--- config.mk ---
export PLATFORM = sky130hd
export DESIGN_NAME = seq_div_24
export DESIGN_NICKNAME = d
export VERILOG_FILES = /design/src/rtl/seq_div_24.sv
export SDC_FILE = /design/constraint.sdc
export NUM_CORES = 1
export LEC_CHECK = 0
export ABC_AREA = 1
export ABC_CLOCK_PERIOD_IN_PS = 11800
export CAP_MARGIN = 25
export CORE_UTILIZATION = 45
export CTS_BUF_LIST = sky130_fd_sc_hd__clkbuf_4
export CTS_CLUSTER_SIZE = 16
export DETAILED_ROUTE_END_ITERATION = 10
export HOLD_SLACK_MARGIN = 0.06
export PLACE_DENSITY = 0.77
export SYNTH_ARGS = -nofsm -noshare
export SYNTH_HDL_FRONTEND = slang
export SYNTH_SLANG_ARGS = --single-unit
--- constraint.sdc ---
create_clock -name clk -period 11.8 [get_ports clk]
set_clock_uncertainty 0.05 [all_clocks]
set_input_delay 1.18 -clock clk [delete_from_list [all_inputs] [get_ports clk]]
set_output_delay 1.18 -clock clk [all_outputs]
set_load 0.02 [all_outputs]
--- src/rtl/seq_div_24.sv ---
// rtl/seq_div_24.sv - sequential restoring divider, 2W/W -> W quotient and W remainder
module seq_div_24 #(
  parameter int W = 24
) (
  input  logic           clk,
  input  logic           rst,
  input  logic           start,
  input  logic [2*W-1:0] dividend,
  input  logic [W-1:0]   divisor,
  output logic           busy,
  output logic           done,
  output logic [W-1:0]   quotient,
  output logic [W-1:0]   remainder,
  output logic           div_zero,
  output logic           ovf
);

  localparam int CW = $clog2(W);

  typedef enum logic [1:0] {IDLE, CALC, DONE} state_t;

  state_t        state;
  logic [W-1:0]  r;
  logic [W-1:0]  q;
  logic [W-1:0]  divisor_r;
  logic [CW-1:0] cnt;

  logic [W:0]    t;
  logic          ge;
  logic [W-1:0]  r_n;
  logic [W-1:0]  q_n;
  logic          accept_ovf;

  // One restoring step: shift the next dividend bit into the partial remainder.
  always_comb begin
    t   = {r, q[W-1]};
    ge  = (t >= {1'b0, divisor_r});
    r_n = ge ? W'(t - {1'b0, divisor_r}) : t[W-1:0];
    q_n = {q[W-2:0], ge};
  end

  // A high half at or above the divisor cannot fit in a W-bit quotient; covers divisor==0.
  assign accept_ovf = (dividend[2*W-1:W] >= divisor);

  always_ff @(posedge clk or posedge rst) begin
    if (rst) begin
      state     <= IDLE;
      busy      <= 1'b0;
      done      <= 1'b0;
      quotient  <= '0;
      remainder <= '0;
      div_zero  <= 1'b0;
      ovf       <= 1'b0;
      r         <= '0;
      q         <= '0;
      divisor_r <= '0;
      cnt       <= '0;
    end else begin
      case (state)
        IDLE, DONE: begin
          done <= 1'b0;
          busy <= 1'b0;
          state <= IDLE;
          if (start) begin
            divisor_r <= divisor;
            if (accept_ovf) begin
              state     <= DONE;
              done      <= 1'b1;
              quotient  <= {W{1'b1}};
              remainder <= '0;
              ovf       <= 1'b1;
              div_zero  <= (divisor == '0);
            end else begin
              state    <= CALC;
              busy     <= 1'b1;
              r        <= dividend[2*W-1:W];
              q        <= dividend[W-1:0];
              cnt      <= '0;
              ovf      <= 1'b0;
              div_zero <= 1'b0;
            end
          end
        end
        CALC: begin
          r   <= r_n;
          q   <= q_n;
          cnt <= cnt + 1'b1;
          if (cnt == CW'(W - 1)) begin
            state     <= DONE;
            busy      <= 1'b0;
            done      <= 1'b1;
            quotient  <= q_n;
            remainder <= r_n;
          end
        end
        default: begin
          state <= IDLE;
          busy  <= 1'b0;
          done  <= 1'b0;
        end
      endcase
    end
  end

endmodule
Yosys cells after proc, flatten, opt, wreduce, memory -nomap -nowiden --
Cells that the tools add are included.
Word-level totals: bits of input ports 75, logic and storage cells 60, flip-flop bits (word level) 131
Operators by class: muxes and demuxes 31, magnitude comparators 2, eq/ne operators 7, add/subtract/negate cells 2, reductions and logical operators 7
Operator list (number):
- 2-to-1 mux 24 bit | 11
- one-hot mux 24 bit (2 select lines) | 4
- greater-or-equal comparator 25 x 24 -> 1 bit | 1
- greater-or-equal comparator 24 bit | 1
- logical NOT 24 bit | 1
- subtractor 24 bit | 1
- 2-to-1 mux 5 bit | 2
- one-hot mux 5 bit (2 select lines) | 1
- != test 2 bit, second input constant | 4
- 2-to-1 mux 1 bit | 7
- 2-to-1 mux 2 bit | 3
- adder 5 x 1 -> 5 bit, second input constant | 1
- == test 5 bit, second input constant | 1
- one-hot mux 1 bit (2 select lines) | 2
- one-hot mux 2 bit (2 select lines) | 1
- AND reduction 4 bit | 1
- AND reduction 3 bit | 1
- == test 2 x 1 -> 1 bit, second input constant | 1
- == test 2 bit, second input constant | 1
- logical NOT 2 bit | 1
- AND reduction 2 bit | 1
- nonzero test 2 bit | 1
- OR reduction 2 bit | 1

Depth between registers and ports, before layout --
depth in word-level cells 4, gate-level depth with buffers 17, gate-level depth less buffers 17

Worst setup path after synthesis --
Ideal clock, no wire load.
kind input -> register, start input port divisor[15], end register q[1], path buffers 2, stages on the path 13, library setup time 127 ps, arrival time 2635 ps, setup slack 8988 ps, cell sequence inv_1 > ha_1 > a21o_1 > nor2_1 > nand2_1 > a21oi_1 > nand4_1 > nand2_2 > inv_2 > buf_6 > buf_4 > nand2_1 > o21ai_0
Between the ends: longest elaborated chain between the ends 3
RTL lines:
- start: declaration | RTL line 9 | input logic [W-1:0] divisor,
- greater-or-equal comparator 24 bit | RTL line 43 | assign accept_ovf = (dividend[2*W-1:W] >= divisor);
- != test 2 bit (no line)
- AND reduction 3 bit (no line)
- end signal: assignment | RTL line 77 | q <= dividend[W-1:0];
- end signal: assignment | RTL line 86 | q <= q_n;
- end: declaration | RTL line 24 | logic [W-1:0] q;
Every way passes these cells. A chain may end at the register's enable or synchronous reset.

Worst setup path after layout --
start input port divisor[14], end register q[11]
Same word-level chain as after synthesis.

==> metrics.yaml <==
cells_and_area:
  regArea_sq_um: 3228
  antenna_cells: 0
  fin_area_sq_um: 10050
  multi_input_area_sq_um: 4290
  drive_above_1_share_pct: 4.590
  layout.nets: 1441
  area_growth_pct: 20.31
  fillers: 1733
critical_path:
  crit_chain: "clkdlybuf4s50_1, inv_1, ha_1, nand2_1, nor2_1, nand4_1, nor2_1, nand2_1, nand4_1, nand2_2, inv_2, nand2_1, o21ai_1"
  end_kind: "register"
  worstPathArrival_ns: 3.96
  critPathMaxStageDelay_ns: 0.53
  crit_top_cell: "nand2_1"
  crit_slowest_cell: "clkdlybuf4s50_1"
  crit_path_start_kind: "primary input"
  worst-setup-path-type: "in2reg"
  crit_start: "divisor[14]"
  rr_startpoint: "r[5]$_DFFE_PP0P_"
  r2r_setup_slack_ns: 8.76
  cp.required_ns: 12.22
  cp_max_fo: 47
clocking:
  root_buffer: "clkbuf_4"
  clock_path_buffers: 2
  cts.hold.buffers_added: 0
  clk_latency_ns: 0.57
  cts_setup_buffers: 0
  cts.sinks: 129
  cts_tree: "done"
  cts_max_level: 4
  cts_resized: 0
  cts_buffers: 17
  clk_pin_slew_ns: 0.12
pwr:
  power_density_nw_per_um2: 312.0
  peakVddDrop_uv: 176.4
  p_leak_nw: 5.302
global_routing:
  grt_use_met1_pct: 34.02
  overflow: 0
  grt_pass1_wl_um: 37980
  track_usage_pct: 24.73
  use_met3_pct: 4.641
  grt_pass1_vias: 7635
  antenna_found_initial: 0
  busiest_layer: "met2"
  grt_util_met2_pct: 39.72
  grt_max_degree: 76
floorplan:
  core_area_sq_um: 18090
  fp.dieW_um: 138.2
  placement_rows: 49
  io_pins: 127
  die_area_sq_um: 19110
  start_util_pct: 46.18
  dieHeight_um: 138.2
timing:
  whs_ns: 0.4426
  max_freq_mhz: 283.1
  hold_viol: 0
  setup_viol: 0
  timing.final.ws_setup_ns: 8.267
  finalMaxSlewViolations: 0
  worstMarginPinSlew_ns: 1.048
  rsz0062_at_grt: "false"
  period_minus_slack_ns: 3.533
  fin_crit_sh_pct: 29.94
  tns_ns: 0
  max_slew_margin_pct: 29.93
worst_hold_path:
  hold_path.class: "reg2reg"
  hold_start: "q[15]$_DFFE_PP0P_"
detailed_routing:
  dr_total_vias: 7984
  post_drt_via_cell_ratio: 5.125
  wl_um: 22640
  wl_per_cell_um: 14.53
  drtPass1Iterations: 8
  drtIter0Drc: 560
  postRouteAntennaNets: 0
  drc: 18
outcome:
  status: "finished with violations"
  violations: "design-rule violations"
yosys:
  synth_nets: 1333
  synth_area_per_cell_sq_um: 6.914
  synth_edf_count: 0
  ys_seq_area_share_pct: 38.65
  ys_types: 38
  async_reset_ff_share_pct: 100.0
  synthCells: 1208
  synth_warnings: 0
  synth_top_flop_cell: "dfrtp_1"
  syn_area_sq_um: 8352
  synth_seq_cells: 129
job:
  maxCapViolations: 0
placed_design:
  place_congestion: 0.9716
  place_hpwl_um: 16880
  placed_cell_area_sq_um: 9714
  port_buffers: 126
  pre_cts_slack_ns: 7.800
[synth_stat cells, types with 5 or more instances]
| master | n | share of area (%) |
|---|---|---|
| a21oi_1 | 18 | 1.1 |
| nand2_1 | 432 | 19 |
| buf_2 | 17 | 1.0 |
| nand4_1 | 37 | 2.8 |
| nor2_1 | 142 | 6.4 |
| clkbuf_1 | 13 | 0.58 |
| nand3_1 | 54 | 3.2 |
| o21bai_1 | 22 | 2.0 |
| xor2_1 | 12 | 1.3 |
| inv_1 | 155 | 7.0 |
| nand2_2 | 7 | 0.52 |
| ha_1 | 49 | 7.3 |
| inv_2 | 5 | 0.22 |
| dfrtp_1 | 129 | 39 |
| buf_6 | 6 | 0.81 |
| o21ai_0 | 59 | 3.5 |
| nor2_2 | 5 | 0.37 |
| o21ai_1 | 12 | 0.72 |
[report_power, final]
group	internal (W)	leakage, nW	switching, W	total [W]
sequential	0.000651	1.57	0.000125	0.000777
clock	0.000172	0.177	0.000183	0.000355
combinational	0.000690	3.55	0.00131	0.00200
[layout by cell type, fill, tap and decap left out, drive strengths merged]
master         instances
dfrtp                129
nor3                   6
nand3                 56
nand2                439
inv                  165
a21oi                 18
o21bai                22
bufinv                 4
o21ai                 71
clkinv                 6
nand4                 37
buf                    6
o21a                   1
nor2                 148
xor2                  12
clkbuf                17
a21boi                 1
ha                    49
o31ai                  1
and2                   2
a31oi                  1
nand3b                 2
nor4                   3
fa                     1
clkdlybuf4s50        126
or2                    2
a21o                   2
o22ai                  2
[layer usage]
layer	part of all wire, %	vias up	routed length, um
met1	46	3689	10490
li1	-	4003	-
met4	1.9	0	420
met3	5.9	40	1332
met5	0	-	0
met2	46	252	10400
[area by class of cell]
type	count	area share, %
multi-input combinational	876	42.70
sequential	129	32.13
timing repair buffer	132	13.00
inverter	160	6.002
tap	229	2.851
clock inverter	15	2.055
clock buffer	17	1.270
[critical path: cells and delay by family]
kind,cells,cell delay (ns)
simple gates,8,1.22
buf+inv,3,1.13
fa+ha+maj,1,0.27
compound gates,1,0.13
[final timing paths]
kind,depth (start not counted),end
setup / recovery,13,q[11]$_DFFE_PP0P_
hold / removal,2,q[15]$_DFFE_PP0P_
setup reg to reg,10,r[21]$_DFFE_PP0P_
hold reg to reg,2,q[15]$_DFFE_PP0P_
max in group asynchronous,3,divisor_r[4]$_DFFE_PP0P_
min in group asynchronous,2,remainder[21]$_DFFE_PP0P_
[stage by stage]
stage / std cells / utilization [%] / total power [W]
2_1_floorplan: 1208 / - / 0.002234
3_3_place_gp: 1526 / 53.71 / 0.002734
3_5_place_dp: 1526 / 53.71 / 0.002764
4_1_cts: 1558 / 55.56 / 0.003135
5_1_grt: 1558 / 55.56 / 0.003443
6_report: 1558 / 55.56 / 0.003135
[kinds of logic after synthesis]
logic type	Yosys count	share of synthesized area, %
adders and majority gates	50	7.581
buffers and inverters	203	10.10
DFF	129	38.65
AOI/OAI and AO/OA	119	7.985
xor gates and xnor gates	12	1.258
and+or+nand+nor	695	34.43
[state kept, by name, indices dropped and copies added, names as in the netlist]
signal / count
divisor_r: 24
q: 24
quotient: 24
r: 24
remainder: 24
cnt: 5
div_zero: 1
done: 1
ovf: 1
state: 1
Power figures use the tool's default switching activity.
